$ cat config.mk
export PLATFORM = sky130hd
export DESIGN_NAME = cdb_rr_arbiter_flat
export DESIGN_NICKNAME = d
export VERILOG_FILES = /design/src/rtl/cdb_rr_arbiter_pkg.sv /design/src/rtl/cdb_rr_arbiter_if.sv /design/src/rtl/cdb_rr_arbiter_rr_arbiter.sv /design/src/rtl/cdb_rr_arbiter.sv /design/src/flat_wrapper.sv
export SDC_FILE = /design/constraint.sdc
export NUM_CORES = 1
export LEC_CHECK = 0
export CAP_MARGIN = 25
export CORE_ASPECT_RATIO = 1.4
export CORE_MARGIN = 2
export CORE_UTILIZATION = 36
export DETAILED_ROUTE_END_ITERATION = 16
export GPL_TIMING_DRIVEN = 0
export PLACE_DENSITY = 0.84
export SETUP_SLACK_MARGIN = 0.3
export SLEW_MARGIN = 20
export SYNTH_ARGS = -nofsm -noshare
export SYNTH_HDL_FRONTEND = slang
export SYNTH_SLANG_ARGS = --single-unit
$ cat constraint.sdc
create_clock -name clk_i -period 3.4 [get_ports clk_i]
set_clock_uncertainty 0.2 [all_clocks]
set_input_delay 0.34 -clock clk_i [delete_from_list [all_inputs] [get_ports clk_i]]
set_output_delay 0.34 -clock clk_i [all_outputs]
set_load 0.01 [all_outputs]
$ cat src/rtl/cdb_rr_arbiter_pkg.sv
// Shared types for the CDB responder: result payload, exception codes, requester index.
// Optional statistics counters in cdb_rr_arbiter are enabled with CDB_ARB_STATS_EN.
package cdb_rr_arbiter_pkg;

    localparam int CDB_N_EU  = 4;
    localparam int ROB_IDX_W = 5;
    localparam int XLEN      = 32;
    localparam int FLAGS_W   = 5;

    typedef enum logic [3:0] {
        E_INSTR_MISALIGNED    = 4'd0,
        E_INSTR_ACCESS_FAULT  = 4'd1,
        E_ILLEGAL_INSTRUCTION = 4'd2,
        E_BREAKPOINT          = 4'd3,
        E_LOAD_MISALIGNED     = 4'd4,
        E_LOAD_ACCESS_FAULT   = 4'd5,
        E_STORE_MISALIGNED    = 4'd6,
        E_STORE_ACCESS_FAULT  = 4'd7
    } except_code_t;

    typedef struct packed {
        logic [ROB_IDX_W-1:0] rob_idx;
        logic [XLEN-1:0]      res_value;
        logic                 except_raised;
        except_code_t         except_code;
        logic [FLAGS_W-1:0]   flags;
    } cdb_data_t;

    typedef logic [$clog2(CDB_N_EU)-1:0] cdb_eu_idx_t;

    // Modulo-n wrap for a value known to be below 2*n.
    function automatic int unsigned rr_wrap(input int unsigned k, input int unsigned n);
        return (k >= n) ? k - n : k;
    endfunction

endpackage

$ cat src/rtl/cdb_rr_arbiter_if.sv
// CDB handshake bundle: per-EU request/grant/data on one side, ROB broadcast on the other.
interface cdb_rr_arbiter_if import cdb_rr_arbiter_pkg::*; #(
    parameter int N_EU = CDB_N_EU
);
    logic      [N_EU-1:0] eu_valid_i;
    logic      [N_EU-1:0] eu_ready_o;
    cdb_data_t [N_EU-1:0] eu_data_i;
    logic                 rob_ready_i;
    logic                 cdb_valid_o;
    cdb_data_t            cdb_data_o;

    modport slave (
        input  eu_valid_i, eu_data_i, rob_ready_i,
        output eu_ready_o, cdb_valid_o, cdb_data_o
    );

    modport master (
        output eu_valid_i, eu_data_i, rob_ready_i,
        input  eu_ready_o, cdb_valid_o, cdb_data_o
    );
endinterface

$ cat src/rtl/cdb_rr_arbiter_rr_arbiter.sv
// Combinational round-robin picker: first set req bit at or after ptr, wrapping.
// Kept free of CDB specifics so the issue stage can reuse it.
module rr_arbiter import cdb_rr_arbiter_pkg::*; #(
    parameter  int N     = 4,
    localparam int IDX_W = $clog2(N)
) (
    input  logic [N-1:0]     req,
    input  logic [IDX_W-1:0] ptr,
    input  logic             en,
    output logic [N-1:0]     gnt,
    output logic [IDX_W-1:0] gnt_idx
);
    logic        found;
    int unsigned k;

    // gnt_idx is reported even when en is low; only gnt is gated.
    always_comb begin
        gnt     = '0;
        gnt_idx = '0;
        found   = 1'b0;
        k       = 0;
        for (int i = 0; i < N; i++) begin
            k = rr_wrap(32'(ptr) + 32'(i), 32'(N));
            if (!found && req[k[IDX_W-1:0]]) begin
                found                = 1'b1;
                gnt_idx              = k[IDX_W-1:0];
                gnt[k[IDX_W-1:0]]    = en;
            end
        end
    end

endmodule

$ cat src/rtl/cdb_rr_arbiter.sv
// CDB responder: round-robin grant across EUs into a one-entry broadcast stage.
// Define CDB_ARB_STATS_EN to add saturating grant/stall counters.
module cdb_rr_arbiter import cdb_rr_arbiter_pkg::*; #(
    parameter int N_EU = CDB_N_EU
`ifdef CDB_ARB_STATS_EN
  , parameter int STAT_CNT_W = 32
`endif
) (
    input  logic                  clk_i,
    input  logic                  rst_ni,
    input  logic                  flush_i,
    cdb_rr_arbiter_if.slave       bus
`ifdef CDB_ARB_STATS_EN
  , output logic [STAT_CNT_W-1:0] stat_grants_o,
    output logic [STAT_CNT_W-1:0] stat_stalls_o
`endif
);
    localparam int IDX_W = $clog2(N_EU);

    logic             out_valid;
    cdb_data_t        out_data;
    logic [IDX_W-1:0] rr_ptr;
    logic [IDX_W-1:0] win;
    logic [N_EU-1:0]  gnt;
    logic             can_accept;
    logic             xfer;

    // Grant only depends on valid/rob_ready/flush, never on payload.
    assign can_accept = !out_valid || bus.rob_ready_i;

    rr_arbiter #(.N(N_EU)) u_rr (
        .req     (bus.eu_valid_i),
        .ptr     (rr_ptr),
        .en      (can_accept && !flush_i),
        .gnt     (gnt),
        .gnt_idx (win)
    );

    assign bus.eu_ready_o  = gnt;
    assign xfer            = |(bus.eu_valid_i & gnt);
    assign bus.cdb_valid_o = out_valid;
    assign bus.cdb_data_o  = out_data;

    always_ff @(posedge clk_i or negedge rst_ni) begin
        if (!rst_ni) begin
            out_valid <= 1'b0;
            out_data  <= '0;
            rr_ptr    <= '0;
        end else if (flush_i) begin
            out_valid <= 1'b0;
            rr_ptr    <= '0;
        end else if (xfer) begin
            out_valid <= 1'b1;
            out_data  <= bus.eu_data_i[win];
            rr_ptr    <= (win == IDX_W'(N_EU - 1)) ? '0 : win + 1'b1;
        end else if (bus.rob_ready_i) begin
            out_valid <= 1'b0;
        end
    end

`ifdef CDB_ARB_STATS_EN
    logic stall;

    // A stall is any requester left ungranted this cycle, including the losers of a grant.
    assign stall = |(bus.eu_valid_i & ~gnt);

    always_ff @(posedge clk_i or negedge rst_ni) begin
        if (!rst_ni) begin
            stat_grants_o <= '0;
            stat_stalls_o <= '0;
        end else begin
            if (xfer && !(&stat_grants_o))  stat_grants_o <= stat_grants_o + 1'b1;
            if (stall && !(&stat_stalls_o)) stat_stalls_o <= stat_stalls_o + 1'b1;
        end
    end
`endif

endmodule

$ cat src/flat_wrapper.sv
// flat-port wrapper written by rule: the top's interface ports become plain ports
module cdb_rr_arbiter_flat import cdb_rr_arbiter_pkg::*;
#(
    parameter int N_EU = CDB_N_EU

)
  (clk_i, rst_ni, flush_i, bus_eu_valid_i, bus_eu_data_i, bus_rob_ready_i, bus_eu_ready_o, bus_cdb_valid_o, bus_cdb_data_o);
  cdb_rr_arbiter_if #(.N_EU(N_EU)) bus_i ();
  input  logic clk_i;
  input  logic rst_ni;
  input  logic flush_i;
  input wire logic [$bits(bus_i.eu_valid_i)-1:0] bus_eu_valid_i;
  input wire logic [$bits(bus_i.eu_data_i)-1:0] bus_eu_data_i;
  input wire logic [$bits(bus_i.rob_ready_i)-1:0] bus_rob_ready_i;
  output wire logic [$bits(bus_i.eu_ready_o)-1:0] bus_eu_ready_o;
  output wire logic [$bits(bus_i.cdb_valid_o)-1:0] bus_cdb_valid_o;
  output wire logic [$bits(bus_i.cdb_data_o)-1:0] bus_cdb_data_o;
  assign bus_i.eu_valid_i = bus_eu_valid_i;
  assign bus_i.eu_data_i = bus_eu_data_i;
  assign bus_i.rob_ready_i = bus_rob_ready_i;
  assign bus_eu_ready_o = bus_i.eu_ready_o;
  assign bus_cdb_valid_o = bus_i.cdb_valid_o;
  assign bus_cdb_data_o = bus_i.cdb_data_o;
  cdb_rr_arbiter #(.N_EU(N_EU)) u_core (.clk_i(clk_i), .rst_ni(rst_ni), .flush_i(flush_i), .bus(bus_i));
endmodule
# Word level (Yosys, flattened, before mapping)
# Cells that the tools add are included.
# classes
reduce_logical,18
n_addsub,8
eq_ne,1
n_bitwise,3
magnitude_cmp,13
mux,42
# ops
op,count
$bmux W47 S2,1
$mux W47,1
$mux W2,11
$mux W4,4
$lt A2 B3 Y1 const B,5
$mux W1,14
$bwmux W4,3
$ge A3 B3 Y1 const B,3
$and A4 B4 Y4,2
$bmux W1 S2,4
$demux W1 S2,4
$ge A2 B1 Y1 const B,4
$logic_and A1 B1 Y1,8
$sub A2 B1 Y2 const B,4
$add A2 B2 Y3 const B,2
$logic_not A1 Y1,5
$reduce_or A4 Y1,1
$add A2 B1 Y3 const B,1
$ge A2 B3 Y1 const B,1
$reduce_bool A3 Y1,1
$add A2 B1 Y2 const B,1
$eq A2 B2 Y1 const B,1
$reduce_and A2 Y1,1
$reduce_bool A2 Y1,1
2 further kinds,2
# word_totals
regBits,50
output_inout_bits,52
inputBits,196
wordCells,92

# Longest topological paths before layout
# Gate-level depths: netlist of the first run.
# depth
word_depth,18
ltp_mapped,14
ltp_nobuf,8

# Cells and area by module
# From an unflattened synthesis of the first run, not the netlist that was laid out.
# hier_totals
cells_unflattened,235
area_unflattened_um2,3539.6
# modules_own_cells
module,n_inst,cells_per_inst,seq_area_each_um2,area_per_inst_um2
cdb_rr_arbiter,1,172,1251.2,3041.7
rr_arbiter,1,63,0.0,498.0

# Least setup slack after synthesis of the first run
# Ideal clock, no wire load.
# synth_path
path_kind,register to register
from,register u_core.rr_ptr[0]
to,register u_core.out_data (netlist bit u_core.bus.cdb_data_o[11])
slack_ns,0.196
required_time_ns,3.072
path_buffers,6
setup_ns,0.128
stages_incl_launch_ff,15
arrival_ns,2.876
period_less_slack_ns,3.204
cell_sequence,dfrtp_1 > buf_6 > buf_2 > inv_1 > ha_1 > mux4_2 > buf_6 > a211oi_2 > a211o_1 > or2_1 > clkbuf_1 > buf_2 > buf_2 > a221oi_1 > o31ai_2
# synth_via
elab_chain_len,17
elab_cells_between_ends,69
cone_classes,7 x add/sub; 12 x order compare; 36 x mux; 2 x bitwise; 12 x reduce/logical
# synth_rtl
element,line_no,source
start: declaration,cdb_rr_arbiter.sv:22,logic [IDX_W-1:0] rr_ptr;
start signal: assignment,cdb_rr_arbiter.sv:55,rr_ptr <= (win == IDX_W'(N_EU - 1)) ? '0 : win + 1'b1;
branches (longest 17 deep; another with $add A2 B1 Y3),--,
end signal: assignment,cdb_rr_arbiter.sv:54,out_data <= bus.eu_data_i[win];
end: declaration,cdb_rr_arbiter.sv:21,cdb_data_t out_data;
# Several ways; the timed one is not identified. The select of a mux whose other input is x is not followed.
# A chain may end at the register's enable or synchronous reset.

# Worst setup path in the final report of the first run
# layout_path
from,register u_core.rr_ptr[0]
to,register u_core.out_data (netlist bit u_core.bus.cdb_data_o[10])
# Same word-level chain as after synthesis.

==> results of run 1 <==
==> cells by family after synthesis <==
kind of cell,synth area share (%)
AOI/OAI and AO/OA,36.7
xor gates and xnor gates,0.193
adders and majority gates,2.20
buffers and inverters,7.82
DFF,27.5
muxes,1.71
and+or+nand+nor,23.9
==> routing by layer <==
metal	GRT usage, %	wire length (um)	up-vias
met3	5.11	1430	71
met5	0	0	-
met2	52.0	10900	302
li1	-	-	2506
met1	32.0	7660	2678
met4	11.0	867	0
==> through the flow <==
stage	setup TNS, ns	hold WS [ns]	area (um^2)	instances	utilization, %
5_1_grt	0	0.340	8680	922	70.5
2_1_floorplan	0	-0.156	4560	493	-
6_report	0	0.315	8680	922	70.5
3_3_place_gp	-24.60	0.296	7220	890	58.6
4_1_cts	0	0.315	8060	914	65.4
3_5_place_dp	-30.39	0.207	7210	890	58.6
==> power by group through the flow <==
stage               clock network [uW]  registers [uW]  logic (uW)
floorplan                            0            1190        2830
global placement                     0            1100        4470
detailed placement                   0            1110        4590
CTS                                519            1090        5640
global route                       542            1130        7050
finish                             518            1110        6700
==> critical path: cells and delay by family, from the launching register on <==
family | cells | cell delay [ns]
buffers and inverters | 8 | 1.03
AOI/OAI and AO/OA | 3 | 0.56
DFF | 1 | 0.44
and+or+nand+nor | 2 | 0.36
muxes | 1 | 0.31
adders and majority gates | 1 | 0.20
==> final timing paths <==
check | from | endpoint | slack [ns]
worst max register to register | u_core.rr_ptr[0]$_DFFE_PN0P_ | u_core.bus.cdb_data_o[10]$_DFFE_PN0P_ | 0.20
worst min-delay path | u_core.bus.cdb_data_o[19]$_DFFE_PN0P_ | u_core.bus.cdb_data_o[19]$_DFFE_PN0P_ | 0.31
max in group asynchronous | rst_ni | u_core.rr_ptr[0]$_DFFE_PN0P_ | 2.09
min in group asynchronous | rst_ni | u_core.bus.cdb_data_o[23]$_DFFE_PN0P_ | 0.42
worst max-delay path | u_core.rr_ptr[0]$_DFFE_PN0P_ | u_core.bus.cdb_data_o[10]$_DFFE_PN0P_ | 0.20
worst min register to register | u_core.bus.cdb_data_o[19]$_DFFE_PN0P_ | u_core.bus.cdb_data_o[19]$_DFFE_PN0P_ | 0.31
==> synthesized netlist by cell type (2+ instances only) <==
| cell type | number | area (um^2) |
|---|---|---|
| and2_1 | 96 | 601 |
| a221oi_1 | 92 | 806 |
| nand3_1 | 52 | 260 |
| dfrtp_1 | 50 | 1250 |
| o31ai_2 | 48 | 601 |
| clkbuf_1 | 35 | 131 |
| buf_2 | 20 | 100 |
| a21oi_1 | 11 | 55.1 |
| buf_6 | 8 | 90.1 |
| ha_1 | 8 | 100 |
| nand3b_1 | 7 | 52.6 |
| nand2_1 | 6 | 22.5 |
| o21ai_1 | 6 | 30.0 |
| a22oi_1 | 4 | 30.0 |
| inv_1 | 4 | 15.0 |
| nor2_1 | 4 | 15.0 |
| nor2b_1 | 4 | 25.0 |
| mux4_2 | 3 | 67.6 |
| nand2b_1 | 3 | 18.8 |
| nand4_1 | 3 | 18.8 |
| a211oi_1 | 2 | 15.0 |
| a21o_1 | 2 | 15.0 |
| a221oi_2 | 2 | 30.0 |
| buf_4 | 2 | 15.0 |
| nand4b_1 | 2 | 17.5 |
| nor3b_1 | 2 | 15.0 |
| o21ai_0 | 2 | 10.0 |
| or3b_2 | 2 | 17.5 |
==> layout by cell type (no fill, tap or decap), types with 3 or more instances in the layout <==
cell type,instances
a221oi_4,16
nand2_1,6
o21ai_1,3
a21oi_2,3
dfrtp_1,49
a211oi_2,3
and2_1,95
nand3_1,51
buf_12,6
o31ai_4,33
nor2b_1,4
buf_2,9
a21oi_1,8
buf_4,29
buf_6,11
clkbuf_1,11
nand3b_1,7
mux4_2,3
a22oi_1,4
nand2b_1,3
clkdlybuf4s50_1,242
clkbuf_16,5
clkbuf_2,19
nand4_1,3
o31ai_2,15
nor2_1,4
a221oi_1,26
ha_1,7
clkbuf_4,6
o21ai_2,3
a221oi_2,52
==> what timing repair did <==
action / 4_1_cts / 5_1_grt
resized for setup: 113 / 118
hold buffers: 1 / 0
buffers inserted: 15 / 8
gates cloned: 1 / 0
pin swaps: 13 / 5
setup endpoints to repair: 54 / 53
hold endpoints to repair: 50 / 0
==> flip-flops by register name, indices dropped and copies added (netlist names) <==
name	flops
u_core.bus.cdb_valid_o	1
u_core.rr_ptr	2
u_core.bus.cdb_data_o	47
==> cell type report <==
| class | count | area (um^2) | area share, % |
|---|---|---|---|
| plain buffers | 65 | 505 | 5.83 |
| clock buffers | 7 | 143 | 1.64 |
| clock inverters | 1 | 5.00 | 0.0577 |
| inverters | 4 | 22.5 | 0.260 |
| multi-input cells | 373 | 3890 | 44.8 |
| flip-flops and latches | 50 | 1250 | 14.4 |
| well taps | 150 | 188 | 2.16 |
| repair buffers | 272 | 2670 | 30.8 |
==> results by group, run 1 <==
Synthesis
  – Per-instance average area after synthesis: slightly above 9 um^2
  – Number of warnings issued by yosys: 0
  – Nets in the synthesized netlist: approximately 700
  – Synthesized instance count: 493
  – Distinct cell type count of the synthesized netlist: approximately 40
  – Ys async rst share: between 90% and 100%
  – EDFF count, synth: 0
  – Sequential cell area fraction in the yosys report: between 20 and 30%
  – Predominant post-synthesis flop cell: dfrtp_1
  – Number of synthesized register bits: 50
  – Cell Area, Synth: 0.00454 mm^2

Power and ir drop
  – Fraction of power consumed by sequential logic: 13.3%
  – Peak supply drop: about 0.58 mV
  – Switching Share: about 49%
  – P_sw: about 4100 uW
  – Pleak: 0.00321 uW
  – Internal Dissipation: about 4200 uW
  – Final Total Pwr: between 8000 and 9000 uW
  – Cell area power density: roughly 960 mW/mm^2
  – Clock Power Share: 6.2%
  – Power share of the combinational group: between 80% and 90%

Detailed routing
  – Routed wire length: 20,800 um
  – DR DRC count: 0
  – Detailed-route vias per instance: around 6
  – DR pass1 iterations: 5
  – Routed wirelength normalized by instance count: between 20 and 25 um
  – Post-DRT Antenna Nets: 0
  – Via count of the routed design: about 5,600
  – First-iteration detailed-routing DRC count: between 200 and 300

Floorplan
  – Initial core utilization: 36.9%
  – Total number of placement rows: 48
  – Number of top-level design ports: roughly 250
  – Vertical die dimension: ~140 um
  – Die W: a little under 100 um
  – Core Footprint: between 0.01 and 0.015 mm^2
  – Full die area: between 0.01 and 0.015 mm^2

Placement
  – Final RePlAce weighted congestion: approximately 0.95
  – Minimum setup slack after placement: -0.773 ns
  – Half-perimeter wire length after detailed placement: about 15,000 um
  – Port buffer count: approximately 250

Critical path
  – Worst path max stage delay: about 0.44 ns
  – Largest driver fanout on the critical path: 10
  – Data required time at the worst endpoint: 3.40 ns
  – Endpoint kind of the worst setup timing path: register
  – FF-to-FF path depth: 15
  – Slowest stage cell, crit path: dfrtp_2
  – List of cells traversed by the critical path: buf_6, buf_8, inv_8, ha_4, mux4_2, buf_6, nand3b_1, a211oi_2, a311oi_2, buf_4, buf_6, and2_4, buf_12, buf_12, o31ai_4
  – Crit path launch type: register
  – Critical path start-end classification: reg2reg
  – Most common cell on crit path: buf_6
  – CP arrival: approximately 3.2 ns

Clocking
  – Clock Root Buffer: clkbuf_16
  – Clk buf depth: 2
  – Worst-Skew Late Latency: a little under 0.3 ns
  – Clock Sink Count: 50
  – Num CTS Buffers: 5
  – Post-CTS clock slew at the launch and capture registers of the worst setup and hold paths: approximately 0.070 ns
  – TritonCTS clock tree: yes
  – H-tree levels: 2

Job
  – # Max-Cap Violations: 0

STA
  – Count of pins over their slew limit: 0
  – Worst Slack Setup Final: between 0.15 and 0.2 ns
  – Setup violators final: 0
  – Final period util: a little over nine tenths
  – Final critical-path required period: about 3.2 ns
  – Setup repair after global routing missed its margin: true
  – Worst slew margin relative to its limit: between 50% and 60%
  – Hold violation count in the final report: 0
  – Achievable Freq: 0.312 GHz
  – Transition time of the tightest slew-check pin: slightly below 0.7 ns

Final layout
  – Area growth syn-to-layout: 91.0%
  – Net count, final: 975
  – Number of inserted diodes: 0
  – Share of final-layout standard cells stronger than drive strength 1: about 29%
  – Number of inserted filler cells in the final layout: about 900

Global routing
  – Antenna violations before repair: 0
  – Vias in the first global route: between 5,000 and 6,000
  – Maximum number of pins on one net before global-route repair: between 50 and 60
  – Total global routing overflow: 0
  – First-pass GRT wire length: around 30,000 um
  – Global Route Usage Sum: between 20% and 30%

Hold path
  – Class of the tightest hold or removal check: reg2reg
  – Hold path depth: 2

Outcome
  – Result of the run: finished, final reports clean
(Power assumes the default switching activity.)
==> run 2, diff against run 1 <==
- CTS_CLUSTER_DIAMETER: default -> 40
==> results of run 2 <==
Same layout as run 1: the final DEF is identical, and so are final timing and power.
